$ cat src/rtl/fan_alarm_pkg.sv
// Shared constants and types for the fan PWM / safety alarm controller.
package fan_alarm_pkg;

  localparam logic [1:0] ST_NORMAL  = 2'b00;
  localparam logic [1:0] ST_ALERTA  = 2'b01;
  localparam logic [1:0] ST_PELIGRO = 2'b10;

  localparam logic [3:0] DUTY_ALERTA_MIN = 4'd12;
  localparam logic [3:0] DUTY_MAX        = 4'd15;

  typedef enum logic [1:0] {
    S_NORMAL  = ST_NORMAL,
    S_ALERTA  = ST_ALERTA,
    S_PELIGRO = ST_PELIGRO,
    S_ILLEGAL = 2'b11
  } state_t;

  // Fan duty the controller asks for in a given safety state.
  function automatic logic [3:0] req_duty(input state_t st, input logic [3:0] temps);
    case (st)
      S_ALERTA:  return (temps > DUTY_ALERTA_MIN) ? temps : DUTY_ALERTA_MIN;
      S_PELIGRO: return DUTY_MAX;
      default:   return temps;
    endcase
  endfunction

endpackage

$ cat src/rtl/fan_alarm_ctrl_pwm_gen.sv
// 16-step fan PWM: prescaler, step counter, wrap-synchronous duty load, registered compare.
module pwm_gen
  import fan_alarm_pkg::*;
#(
  parameter int PRESC_DIV = 390
) (
  input  logic       CLK,
  input  logic       reset,
  input  logic [3:0] duty_in,
  input  logic       force_load,
  output logic       pwm_out
);

  localparam int PW = (PRESC_DIV > 1) ? $clog2(PRESC_DIV) : 1;

  logic [PW-1:0] presc;
  logic [3:0]    pwm_cnt;
  logic [3:0]    duty_reg;
  logic          tick;
  logic          wrap;

  assign tick = (presc == PW'(PRESC_DIV - 1));
  assign wrap = tick && (pwm_cnt == 4'hF);

  // NOTE: sequential state uses non-blocking assignments so every register samples pre-edge values.
  always_ff @(posedge CLK or posedge reset) begin
    if (reset) begin
      presc    <= '0;
      pwm_cnt  <= '0;
      duty_reg <= '0;
      pwm_out  <= 1'b0;
    end else begin
      presc <= tick ? '0 : presc + 1'b1;
      if (tick) pwm_cnt <= pwm_cnt + 4'd1;
      // Duty only changes at a period boundary unless the alarm demands full fan now.
      if (force_load || wrap) duty_reg <= duty_in;
      pwm_out <= (duty_reg == DUTY_MAX) || (pwm_cnt < duty_reg);
    end
  end

endmodule

$ cat src/rtl/fan_alarm_ctrl.sv
// Safety FSM (NORMAL / ALERTA / PELIGRO) driving buzzer, LED and gas valve, plus fan PWM.
module fan_alarm_ctrl
  import fan_alarm_pkg::*;
#(
  parameter int PRESC_DIV   = 390,
  parameter int BLINK_DIV   = 25_000_000,
  parameter int HOLD_CYCLES = 50_000_000
) (
  input  logic       CLK,
  input  logic       reset,
  input  logic [3:0] temps,
  input  logic       gas,
  input  logic       alerta,
  input  logic       peligro,
  input  logic       resetfsm,
  output logic       pwm_fan,
  output logic       buzzer,
  output logic       led_alerta,
  output logic       valve_close,
  output logic [1:0] state_o
);

  localparam int HW = (HOLD_CYCLES > 1) ? $clog2(HOLD_CYCLES) : 1;
  localparam int BW = (BLINK_DIV > 1) ? $clog2(BLINK_DIV) : 1;

  state_t        state;
  state_t        next_state;
  logic [HW-1:0] hold_cnt;
  logic [BW-1:0] blink_cnt;
  logic [BW-1:0] blink_cnt_d;
  logic          blink;
  logic          blink_d;
  logic          quiet;
  logic          force_load;
  logic [3:0]    duty_req;

  assign quiet = !gas && !alerta;

  // NOTE: every always_comb output gets a default first, so no path can infer a latch.
  always_comb begin
    next_state = state;
    if (peligro) begin
      next_state = S_PELIGRO;
    end else begin
      case (state)
        S_NORMAL:  if (!quiet) next_state = S_ALERTA;
        S_ALERTA:  if (quiet && (resetfsm || hold_cnt == HW'(HOLD_CYCLES - 1)))
                     next_state = S_NORMAL;
        S_PELIGRO: if (resetfsm) next_state = S_NORMAL;
        default:   next_state = S_NORMAL;
      endcase
    end
  end

  // Blink restarts high on ALERTA entry and is parked low outside ALERTA.
  always_comb begin
    blink_cnt_d = '0;
    blink_d     = 1'b0;
    if (next_state == S_ALERTA) begin
      if (state != S_ALERTA) begin
        blink_d = 1'b1;
      end else if (blink_cnt == BW'(BLINK_DIV - 1)) begin
        blink_d = !blink;
      end else begin
        blink_cnt_d = blink_cnt + 1'b1;
        blink_d     = blink;
      end
    end
  end

  always_ff @(posedge CLK or posedge reset) begin
    if (reset) begin
      state       <= S_NORMAL;
      hold_cnt    <= '0;
      blink_cnt   <= '0;
      blink       <= 1'b0;
      buzzer      <= 1'b0;
      led_alerta  <= 1'b0;
      valve_close <= 1'b0;
    end else begin
      state <= next_state;
      if (state == S_ALERTA && next_state == S_ALERTA && quiet) hold_cnt <= hold_cnt + 1'b1;
      else hold_cnt <= '0;
      blink_cnt   <= blink_cnt_d;
      blink       <= blink_d;
      buzzer      <= (next_state == S_PELIGRO) || blink_d;
      led_alerta  <= (next_state == S_PELIGRO) || blink_d;
      valve_close <= (next_state == S_PELIGRO);
    end
  end

  assign state_o    = state;
  assign duty_req   = req_duty(next_state, temps);
  assign force_load = (next_state == S_PELIGRO) && (state != S_PELIGRO);

  pwm_gen #(.PRESC_DIV(PRESC_DIV)) u_pwm (
    .CLK       (CLK),
    .reset     (reset),
    .duty_in   (duty_req),
    .force_load(force_load),
    .pwm_out   (pwm_fan)
  );

endmodule
$ cat config.mk
export PLATFORM = sky130hd
export DESIGN_NAME = fan_alarm_ctrl
export DESIGN_NICKNAME = d
export VERILOG_FILES = /design/src/rtl/fan_alarm_pkg.sv /design/src/rtl/fan_alarm_ctrl_pwm_gen.sv /design/src/rtl/fan_alarm_ctrl.sv
export SDC_FILE = /design/constraint.sdc
export NUM_CORES = 1
export LEC_CHECK = 0
export ABC_AREA = 1
export ABC_CLOCK_PERIOD_IN_PS = 5600
export CAP_MARGIN = 15
export CORE_AREA = 2 2 88 90
export DETAILED_ROUTE_END_ITERATION = 10
export DIE_AREA = 0 0 90 92
export PLACE_DENSITY_LB_ADDON = 0.1
export SKIP_LAST_GASP = 1
export SLEW_MARGIN = 20
export SYNTH_ARGS = -nofsm -noshare
export SYNTH_HDL_FRONTEND = slang
export SYNTH_HIERARCHICAL = 1
export SYNTH_SLANG_ARGS = --single-unit
$ cat constraint.sdc
create_clock -name CLK -period 5.6 [get_ports CLK]
set_input_delay 0.56 -clock CLK [delete_from_list [all_inputs] [get_ports CLK]]
set_output_delay 0.56 -clock CLK [all_outputs]
set_load 0.01 [all_outputs]
### Word level (Yosys, flattened, before mapping)

Index checks and enable logic that the tools add are counted.

| word-level totals | value |
|---|---|
| input port bits | 10 |
| output and inout bits | 6 |
| logic and storage cells | 56 |
| flip-flop bits (word level) | 74 |

| cells by class | value |
|---|---|
| equal/unequal tests | 11 |
| order comparisons | 2 |
| reduce and logical (&&, ||, !) cells | 14 |
| add/sub/neg operators | 4 |
| multiplexer cells | 15 |

Operators with widths:

| cell | number |
|---|---|
| $mux 25 | 3 |
| $add 26x1->26 const B | 1 |
| $eq 26x26->1 const B | 1 |
| $mux 26 | 1 |
| $add 25x1->25 const B | 1 |
| $eq 25x25->1 const B | 1 |
| $add 9x1->9 const B | 1 |
| $eq 9x9->1 const B | 1 |
| $mux 9 | 1 |
| $eq 4x4->1 const B | 2 |
| $mux 2 | 4 |
| $pmux 4 s2 | 1 |
| $logic_and 1x1->1 | 6 |
| $pmux 2 s3 | 1 |
| $add 4x1->4 const B | 1 |
| $eq 2x1->1 const B | 2 |
| $eq 2x2->1 const B | 2 |
| $gt 4x4->1 const B | 1 |
| $logic_or 1x1->1 | 4 |
| $lt 4x4->1 | 1 |
| $mux 4 | 1 |
| $logic_not 1->1 | 3 |
| $mux 1 | 3 |
| $logic_not 2->1 | 1 |
| other kinds (2) | 2 |

### Logic depth before layout (Yosys ltp)

Gate-level depths: netlist of run 1.

| depth | value |
|---|---|
| depth in word-level cells | 10 |
| depth in mapped cells | 18 |
| mapped depth without buffers | 17 |

### Hierarchy

Netlist of run 1, hierarchy kept.

By module, submodules not included:

| module | area an instance (sq um) | cells each | times used | sequential area each (sq um) |
|---|---|---|---|---|
| fan_alarm_ctrl | 3,286.9 | 468 | 1 | 1,401.3 |
| pwm_gen | 1,023.5 | 127 | 1 | 450.4 |

### Worst setup path after synthesis of run 1

Ideal clock, no wire load.

| timing path | value |
|---|---|
| path type | flip-flop to flip-flop |
| from | reg hold_cnt[0] |
| to | reg hold_cnt[8] |
| period minus slack after synthesis | 2.259 ns |
| setup slack | 3.341 ns |
| arrival | 2.123 ns |
| data required time | 5.464 ns |
| library setup time | 0.136 ns |
| stages on the path, launching flop included | 17 |
| buffers on the path | 1 |
| cells stage by stage | dfrtp_1 > ha_1 > nand2_1 > nor2_1 > nand2_1 > nor2_1 > nand2_1 > nand2_1 > nand2_1 > nand2_1 > inv_1 > ha_1 > inv_1 > nor2_2 > nand2_1 > clkbuf_1 > nor3_1 |

| on the way | value |
|---|---|
| cells in the longest elaborated chain, start to end | 10 |
| elaborated cells on any way between the ends | 11 |
| those cells by class | add/sub: 1; eq/ne: 2; mux: 4; reduce/logical: 4 |

RTL lines:

| item | RTL line | source |
|---|---|---|
| from (decl) | fan_alarm_ctrl.sv:28 | `logic [HW-1:0] hold_cnt;` |
| from (signal assigned) | fan_alarm_ctrl.sv:82 | `if (state == S_ALERTA && next_state == S_ALERTA && quiet) hold_cnt <= hold_cnt + 1'b1;` |
| $eq 26x26->1 | fan_alarm_ctrl.sv:47 | `S_ALERTA: if (quiet && (resetfsm \|\| hold_cnt == HW'(HOLD_CYCLES - 1)))` |
| $logic_or 1x1->1 | fan_alarm_ctrl.sv:47 |  |
| $logic_and 1x1->1 | fan_alarm_ctrl.sv:47 |  |
| $mux 2 | fan_alarm_ctrl.sv:47 |  |
| $pmux 2 s3 | fan_alarm_ctrl.sv:45 | `case (state)` |
| $mux 2 | fan_alarm_ctrl.sv:42 | `if (peligro) begin` |
| named net next_state[0] | fan_alarm_ctrl.sv:27 | `state_t next_state;` |
| $eq 2x1->1 | fan_alarm_ctrl.sv:82 |  |
| $logic_and 1x1->1 (2 in a row) | fan_alarm_ctrl.sv:82 |  |
| $mux 26 | fan_alarm_ctrl.sv:82 |  |

The timed path passes the listed nets, and every way through them passes these cells.
A chain may end at the register's enable or synchronous reset.

### Worst setup path in the final report of run 1

| timing path | value |
|---|---|
| from | reg hold_cnt[0] |
| to | reg hold_cnt[3] |

The elaborated chain is that of the path after synthesis.

==> run summary, run 1 <==
Global routing
- 0 — antenna violations before repair
- 3650 — vias in the first global route
- 15.7 mm — global-route wire length before repair
- 0 — total congestion overflow
- 0.232 — combined global-route utilization of all metal layers
- 57 — largest net degree at the start of global routing

Placement
- 708 — placed instance count
- 6.43 mm — HPWL reported at the end of detailed placement
- 4550 sq um — placed cell areas
- 0.877 — global placer's final weighted congestion
- 15 — number of port buffers

Power
- 243 nW/um^2 — Pwr Density
- 919 uW — Internal Power
- 1170 uW — overall power
- 0.475 — sequential fraction of design power
- 0.00209 uW — Leak
- 0.061 — logic gate share of total power
- 0.215 — switching part of the total power
- 0.465 — part of the power in the clock network
- 252 uW — switching pwr
- 0.149 mV — highest ir drop seen on vdd

Hold path
- u_pwm/presc[0]$_DFF_PP0_ — sink of the worst hold path
- reg -> reg — hold crit path type
- u_pwm/presc[0]$_DFF_PP0_ — origin of the worst min-delay path
- 1 — Hold Path Depth

Setup path
- 3.03 ns — arrival time at the worst endpoint
- 17 — number of cells traversed by the worst register-to-register path
- 14 — worst-path maximum fanout
- 2.79 ns — internal reg-to-reg setup slack
- 5.83 ns — required time worst endpoint
- reg -> reg — Crit Path Category
- hold_cnt[3]$_DFF_PP0_ — capturing point of the worst reg2reg path
- hold_cnt[0]$_DFF_PP0_ — Critical Path Source
- hold_cnt[0]$_DFF_PP0_ — Worst R2R Start
- register — type of element launching the critical path
- register — element type at the critical path end

Cells and area
- 637 — number of nets in the finished design
- 0 — antenna cell count
- hold_cnt: 26 flops, blink_cnt: 25 flops, u_pwm/presc: 9 flops — registers with the most flip-flops
- 724 — count of non-filler cells in the finished layout
- 0.0916 — share of layout cells above drive strength 1
- sky130_fd_sc_hd__nand2_1 — most common library cell in the layout ignoring fill and taps
- 26 — number of flip-flops in the largest register
- sky130_fd_sc_hd__nand2_1 (153), sky130_fd_sc_hd__nor2_1 (107), sky130_fd_sc_hd__inv_1 (85) — commonest cells after routing, fill and taps aside
- 4820 sq um — Final Cell Area
- 11.8% — area added between synthesis and finish
- hold_cnt — register with the most flip-flops

Logic synthesis
- 74 — FF+latch count, synth
- 615 — Post-Synthesis Net Count
- 0.430 — share of the yosys chip area belonging to registers
- sky130_fd_sc_hd__dfrtp_1 — cell accounting for the most synthesized area
- 0.0528 — compound-gate portion of the synthesized area
- 595 — Gate Count Post-Synth
- simple AND/OR/NAND/NOR gates — combinational family with the most area after synthesis
- sky130_fd_sc_hd__dfrtp_1 (43%), sky130_fd_sc_hd__nand2_1 (13%), sky130_fd_sc_hd__nor2_1 (9.3%) — synth top area cells
- 0.430 — fraction of post-synthesis cell area in the top cell type by area
- 6 — count of warnings emitted by yosys
- 0.0203 — synthesized-area fraction occupied by xor and xnor cells
- 0.0290 — adder-cell share of the synthesized area
- 4310 sq um — post-synthesis cell area
- 35 — number of distinct standard cells referenced by the synthesized netlist
- 0.377 — Simple-Gate Fraction of Synth Area
- 0 — mux contribution to synthesized area
- 7.24 sq um — average instance area after synthesis

Floorplan
- 90 microns — width of the die
- 16 — count of boundary I/O pins
- 8280 sq um — Die Outline Area
- 32 — number of core rows
- 0.579 — starting density of the core
- 7450 sq um — core footprint
- 92 microns — die height

Route
- 0 — DRC violation count after routing
- 8.58 mm — Post-Route WL
- 0 — Post-DRT Antenna Nets
- 4 — number of iterations in the first detailed-routing pass
- 173 — detailed router's first-iteration violation count
- 11.9 microns — wire length per cell
- 5.06 — Vias/cell
- 3661 — routed via count

Timing
- 0.729 ns — worst-margin pin slew
- 0 — final count of negative-setup-slack endpoints
- 0.487 ns — Hold WS
- 0.00622 ns — worst-case clock skew
- 0.356 GHz — fmax
- 0.501 — ratio of final minimum period to clock period
- 0.514 — max-slew headroom at the worst pin
- 0 — number of hold violations in the final report
- no — unrepaired setup endpoints after global routing
- 0 ns — setup TNS after final layout
- 2.81 ns — crit path time final
- 0 — Pins Over Slew Limit

Clock network
- 0 — number of setup buffers added after CTS
- 0 — # resized after CTS
- 2 — Clock Tree Buf Depth
- 0 — Post-CTS Hold Fix Bufs
- 9 — TritonCTS Buffers
- 0.35 ns — source-to-sink clock delay at the later pin of the worst-skew pair
- 0.07 ns — clock edge transition at the registers on the reported setup and hold paths
- 3 — Clock H-tree levels
- yes — clock tree from TritonCTS
- sky130_fd_sc_hd__clkbuf_8 — clock tree root driver cell
- 74 — clock net sink count

Flow run
- 0 — max-cap check violation count

Outcome
- finished clean — status

==> worst max-delay path by stage <==
stage,slack (ns),endpoint,cells past startpoint
2_1_floorplan,3.34,hold_cnt[8]$_DFF_PP0_,16
6_report,2.79,hold_cnt[3]$_DFF_PP0_,17
3_5_place_dp,2.81,hold_cnt[3]$_DFF_PP0_,12
4_1_cts,2.81,hold_cnt[3]$_DFF_PP0_,17
3_3_place_gp,2.88,hold_cnt[10]$_DFF_PP0_,13
5_1_grt,2.39,hold_cnt[3]$_DFF_PP0_,17
==> cell type report <==
class | instances | area (sq um)
clock buffers | 9 | 124
clock inverters | 7 | 141
fillers | 685 | 2630
inverters | 93 | 350
multi-input cells | 423 | 2070
flip-flops and latches | 74 | 1850
well taps | 102 | 128
repair buffers | 16 | 158
==> critical path, stage by stage (launching register included) <==
cell and delay, ns:
sky130_fd_sc_hd__dfrtp_1 0.39, sky130_fd_sc_hd__ha_1 0.18, sky130_fd_sc_hd__nand2_1 0.11, sky130_fd_sc_hd__nor2_1 0.33
sky130_fd_sc_hd__nand2_1 0.10, sky130_fd_sc_hd__nor2_1 0.11, sky130_fd_sc_hd__nand2_1 0.06, sky130_fd_sc_hd__nand2_1 0.05
sky130_fd_sc_hd__nand2_1 0.05, sky130_fd_sc_hd__nand2_1 0.08, sky130_fd_sc_hd__inv_1 0.06, sky130_fd_sc_hd__ha_1 0.23
sky130_fd_sc_hd__inv_1 0.08, sky130_fd_sc_hd__nor2_2 0.05, sky130_fd_sc_hd__nand2_1 0.37, sky130_fd_sc_hd__inv_2 0.23
sky130_fd_sc_hd__o21ai_0 0.15, sky130_fd_sc_hd__a21oi_1 0.06
==> power by group through the flow <==
stage | registers, uW | clock network (uW) | logic [uW]
global route | 558 | 581 | 83.2
detailed placement | 567 | 0 | 72.6
floorplan | 567 | 0 | 42.3
finish | 556 | 544 | 71.2
global placement | 566 | 0 | 71.0
CTS | 556 | 557 | 72.9
==> per-stage QoR <==
step	utilization	worst slack, ns
floorplan	-	3.34
global placement	0.612	2.88
detailed placement	0.612	2.81
CTS	0.647	2.81
global route	0.647	2.39
finish	0.647	2.79
==> cells in the mapped netlist (all sizes together) <==
cell type	instances
nand2	162
nor2	121
inv	90
dfrtp	74
nand3	34
nor3	33
o21ai	20
a21oi	16
ha	10
xor2	7
nand4	6
buf	4
clkinv	3
nand3b	3
xnor2	3
a31oi	2
o21a	2
a211oi	1
a41oi	1
and3	1
clkbuf	1
nor3b	1
==> per-layer routing <==
| layer | GRT usage | vias to the layer above | part of all wire |
|---|---|---|---|
| li1 | - | 1896 | - |
| met1 | 0.293 | 1704 | 0.46 |
| met2 | 0.402 | 49 | 0.49 |
| met3 | 0.0320 | 12 | 0.027 |
| met4 | 0.0949 | 0 | 0.018 |
| met5 | 0 | - | 0 |
==> logic make-up after synthesis <==
group	Yosys count
AND/OR/NAND/NOR	361
buffers and inverters	98
flip-flops	74
AO/OA/AOI/OAI	42
XOR/XNOR	10
adder cells (fa/ha/maj)	10
Power figures use the tool's default switching activity.
==> inputs of run 2 (changes only) <==
- ABC_CLOCK_PERIOD_IN_PS: 5600 -> 2920
- clock period: 5.6 -> 2.92 ns (I/O delays scaled with it)
==> run summary, run 2 (synthesis gave the netlist of run 1 again) <==
Outcome
- finished clean — status

Floorplan
- 16 — count of boundary I/O pins
- 90 microns — width of the die
- 7450 sq um — core footprint
- 0.579 — starting density of the core
- 8280 sq um — Die Outline Area
- 32 — number of core rows
- 92 microns — die height

Clock network
- yes — clock tree from TritonCTS
- 0 — number of setup buffers added after CTS
- 3 — Clock H-tree levels
- 2 — Clock Tree Buf Depth
- 0.09 ns — clock edge transition at the registers on the reported setup and hold paths
- 74 — clock net sink count
- 9 — TritonCTS Buffers
- sky130_fd_sc_hd__clkbuf_8 — clock tree root driver cell
- 0 — Post-CTS Hold Fix Bufs
- 0.36 ns — source-to-sink clock delay at the later pin of the worst-skew pair
- 0 — # resized after CTS

Setup path
- 0.44 ns — Critical Path Max Stage Delay
- register — element type at the critical path end
- reg -> reg — Crit Path Category
- sky130_fd_sc_hd__nand2_1 — Worst path most repeated cell
- 2.81 ns — arrival time at the worst endpoint
- hold_cnt[0]$_DFF_PP0_ — Worst R2R Start
- ha_1, nand2_1, nor2_1, nand2_1, nor2_1, nand2_1, nand2_1, nand2_1, nand2_1, inv_1, ha_1, inv_1, nor2_2, inv_1, nor2_2, nand2_1, nor2_1 — cell breakdown of the critical path
- sky130_fd_sc_hd__nor2_2 — slowest stage cell, crit path
- register — type of element launching the critical path
- 12 — worst-path maximum fanout
- 0.39 ns — internal reg-to-reg setup slack
- 17 — number of cells traversed by the worst register-to-register path
- 3.21 ns — required time worst endpoint
- blink_cnt[23]$_DFF_PP0_ — capturing point of the worst reg2reg path

Timing
- no — unrepaired setup endpoints after global routing
- 0 — Pins Over Slew Limit
- 0 — final count of negative-setup-slack endpoints
- 0 ns — setup TNS after final layout
- 2.53 ns — crit path time final
- 0.368 ns — Hold WS
- 0.548 — max-slew headroom at the worst pin
- 0 — number of hold violations in the final report
- 0.865 — ratio of final minimum period to clock period
- 0.395 ns — least setup slack across all paths after layout
- 0.678 ns — worst-margin pin slew
- 0.0131 ns — worst-case clock skew
- 0.396 GHz — fmax

Power
- 0.517 — sequential fraction of design power
- 431 nW/um^2 — Pwr Density
- 0.266 mV — highest ir drop seen on vdd
- 0.416 — part of the power in the clock network
- 0.236 — switching part of the total power
- 487 uW — switching pwr
- 1570 uW — Internal Power
- 0.00208 uW — Leak
- 2060 uW — overall power
- 0.068 — logic gate share of total power

Cells and area
- 0 — antenna cell count
- 26 — number of flip-flops in the largest register
- sky130_fd_sc_hd__nand2_1 (153), sky130_fd_sc_hd__nor2_1 (107), sky130_fd_sc_hd__inv_1 (85) — commonest cells after routing, fill and taps aside
- 639 — number of nets in the finished design
- 0.0946 — share of layout cells above drive strength 1
- 726 — count of non-filler cells in the finished layout
- 663 — fill count
- sky130_fd_sc_hd__nand2_1 — most common library cell in the layout ignoring fill and taps
- hold_cnt — register with the most flip-flops
- 11.0% — area added between synthesis and finish
- hold_cnt: 26 flops, blink_cnt: 25 flops, u_pwm/presc: 9 flops — registers with the most flip-flops

Global routing
- 15.7 mm — global-route wire length before repair
- 0.231 — combined global-route utilization of all metal layers
- 0 — antenna violations before repair
- 32 — largest net degree at the start of global routing
- 3604 — vias in the first global route
- 0 — total congestion overflow

Route
- 0 — Post-DRT Antenna Nets
- 5.07 — Vias/cell
- 11.9 microns — wire length per cell
- 4 — number of iterations in the first detailed-routing pass
- 8.67 mm — Post-Route WL
- 3680 — routed via count
- 0 — DRC violation count after routing
- 179 — detailed router's first-iteration violation count

Placement
- 710 — placed instance count
- 0.954 — global placer's final weighted congestion
- 15 — number of port buffers
- 6.61 mm — HPWL reported at the end of detailed placement
- 0.423 ns — minimum setup slack after placement

Hold path
- in -> async — hold crit path type

Flow run
- 0 — max-cap check violation count

-- run 2: cell count changes in the layout (fill, tap and decap cells not counted) --
cell                         previous run  this run
sky130_fd_sc_hd__buf_4                  1         3
sky130_fd_sc_hd__bufinv_16              4         1
sky130_fd_sc_hd__clkbuf_8               9        12
sky130_fd_sc_hd__clkinv_2               2         3
sky130_fd_sc_hd__clkinvlp_4             1         0
-- run 2: cell type report --
class | instances | area [sq um] | area share
clock buffer | 12 | 165 | 0.0345
sequential | 74 | 1850 | 0.387
clock inverter | 4 | 48.8 | 0.0102
tap | 102 | 128 | 0.0267
multi-input combinational | 423 | 2070 | 0.432
timing repair buffer | 18 | 173 | 0.0361
inverter | 93 | 350 | 0.0732
-- run 2: routing by layer --
layer  wire length [microns]  vias to the layer above  global-route usage  share of wire
li1                        -                     1903                   -              -
met3                     243                       13              0.0394          0.028
met2                    4220                       57               0.388           0.49
met1                    4050                     1707               0.299           0.47
met5                       0                        -                   0              0
met4                     150                        0              0.0962          0.017
-- run 2: power by group through the flow --
stage               clock, uW  sequential (uW)  combinational, uW
floorplan                   0             1090               81.1
global placement            0             1090                136
detailed placement          0             1090                143
CTS                       870             1060                143
global route              917             1070                163
finish                    857             1070                140
-- run 2: per-stage QoR --
stage,instance area (sq um),utilization
6_report,4780,0.642
5_1_grt,4780,0.642
4_1_cts,4780,0.642
3_5_place_dp,4570,0.614
3_3_place_gp,4570,0.614
2_1_floorplan,4310,-
-- run 2: critical path, delay by kind of cell, from the launching register on --
kind | cells | cell delay, ns
adder cells (fa/ha/maj) | 2 | 0.42
AND/OR/NAND/NOR | 12 | 1.41
buffers and inverters | 3 | 0.20
flip-flops | 1 | 0.41
-- run 2: how the worst max path moves through the flow --
stage / startpoint / endpoint / slack (ns)
2_1_floorplan: hold_cnt[0]$_DFF_PP0_ / hold_cnt[8]$_DFF_PP0_ / 0.66
3_3_place_gp: hold_cnt[0]$_DFF_PP0_ / blink_cnt[21]$_DFF_PP0_ / 0.49
3_5_place_dp: hold_cnt[0]$_DFF_PP0_ / blink_cnt[12]$_DFF_PP0_ / 0.42
4_1_cts: hold_cnt[0]$_DFF_PP0_ / blink_cnt[23]$_DFF_PP0_ / 0.38
5_1_grt: hold_cnt[0]$_DFF_PP0_ / hold_cnt[15]$_DFF_PP0_ / 0.07
6_report: hold_cnt[0]$_DFF_PP0_ / blink_cnt[23]$_DFF_PP0_ / 0.39
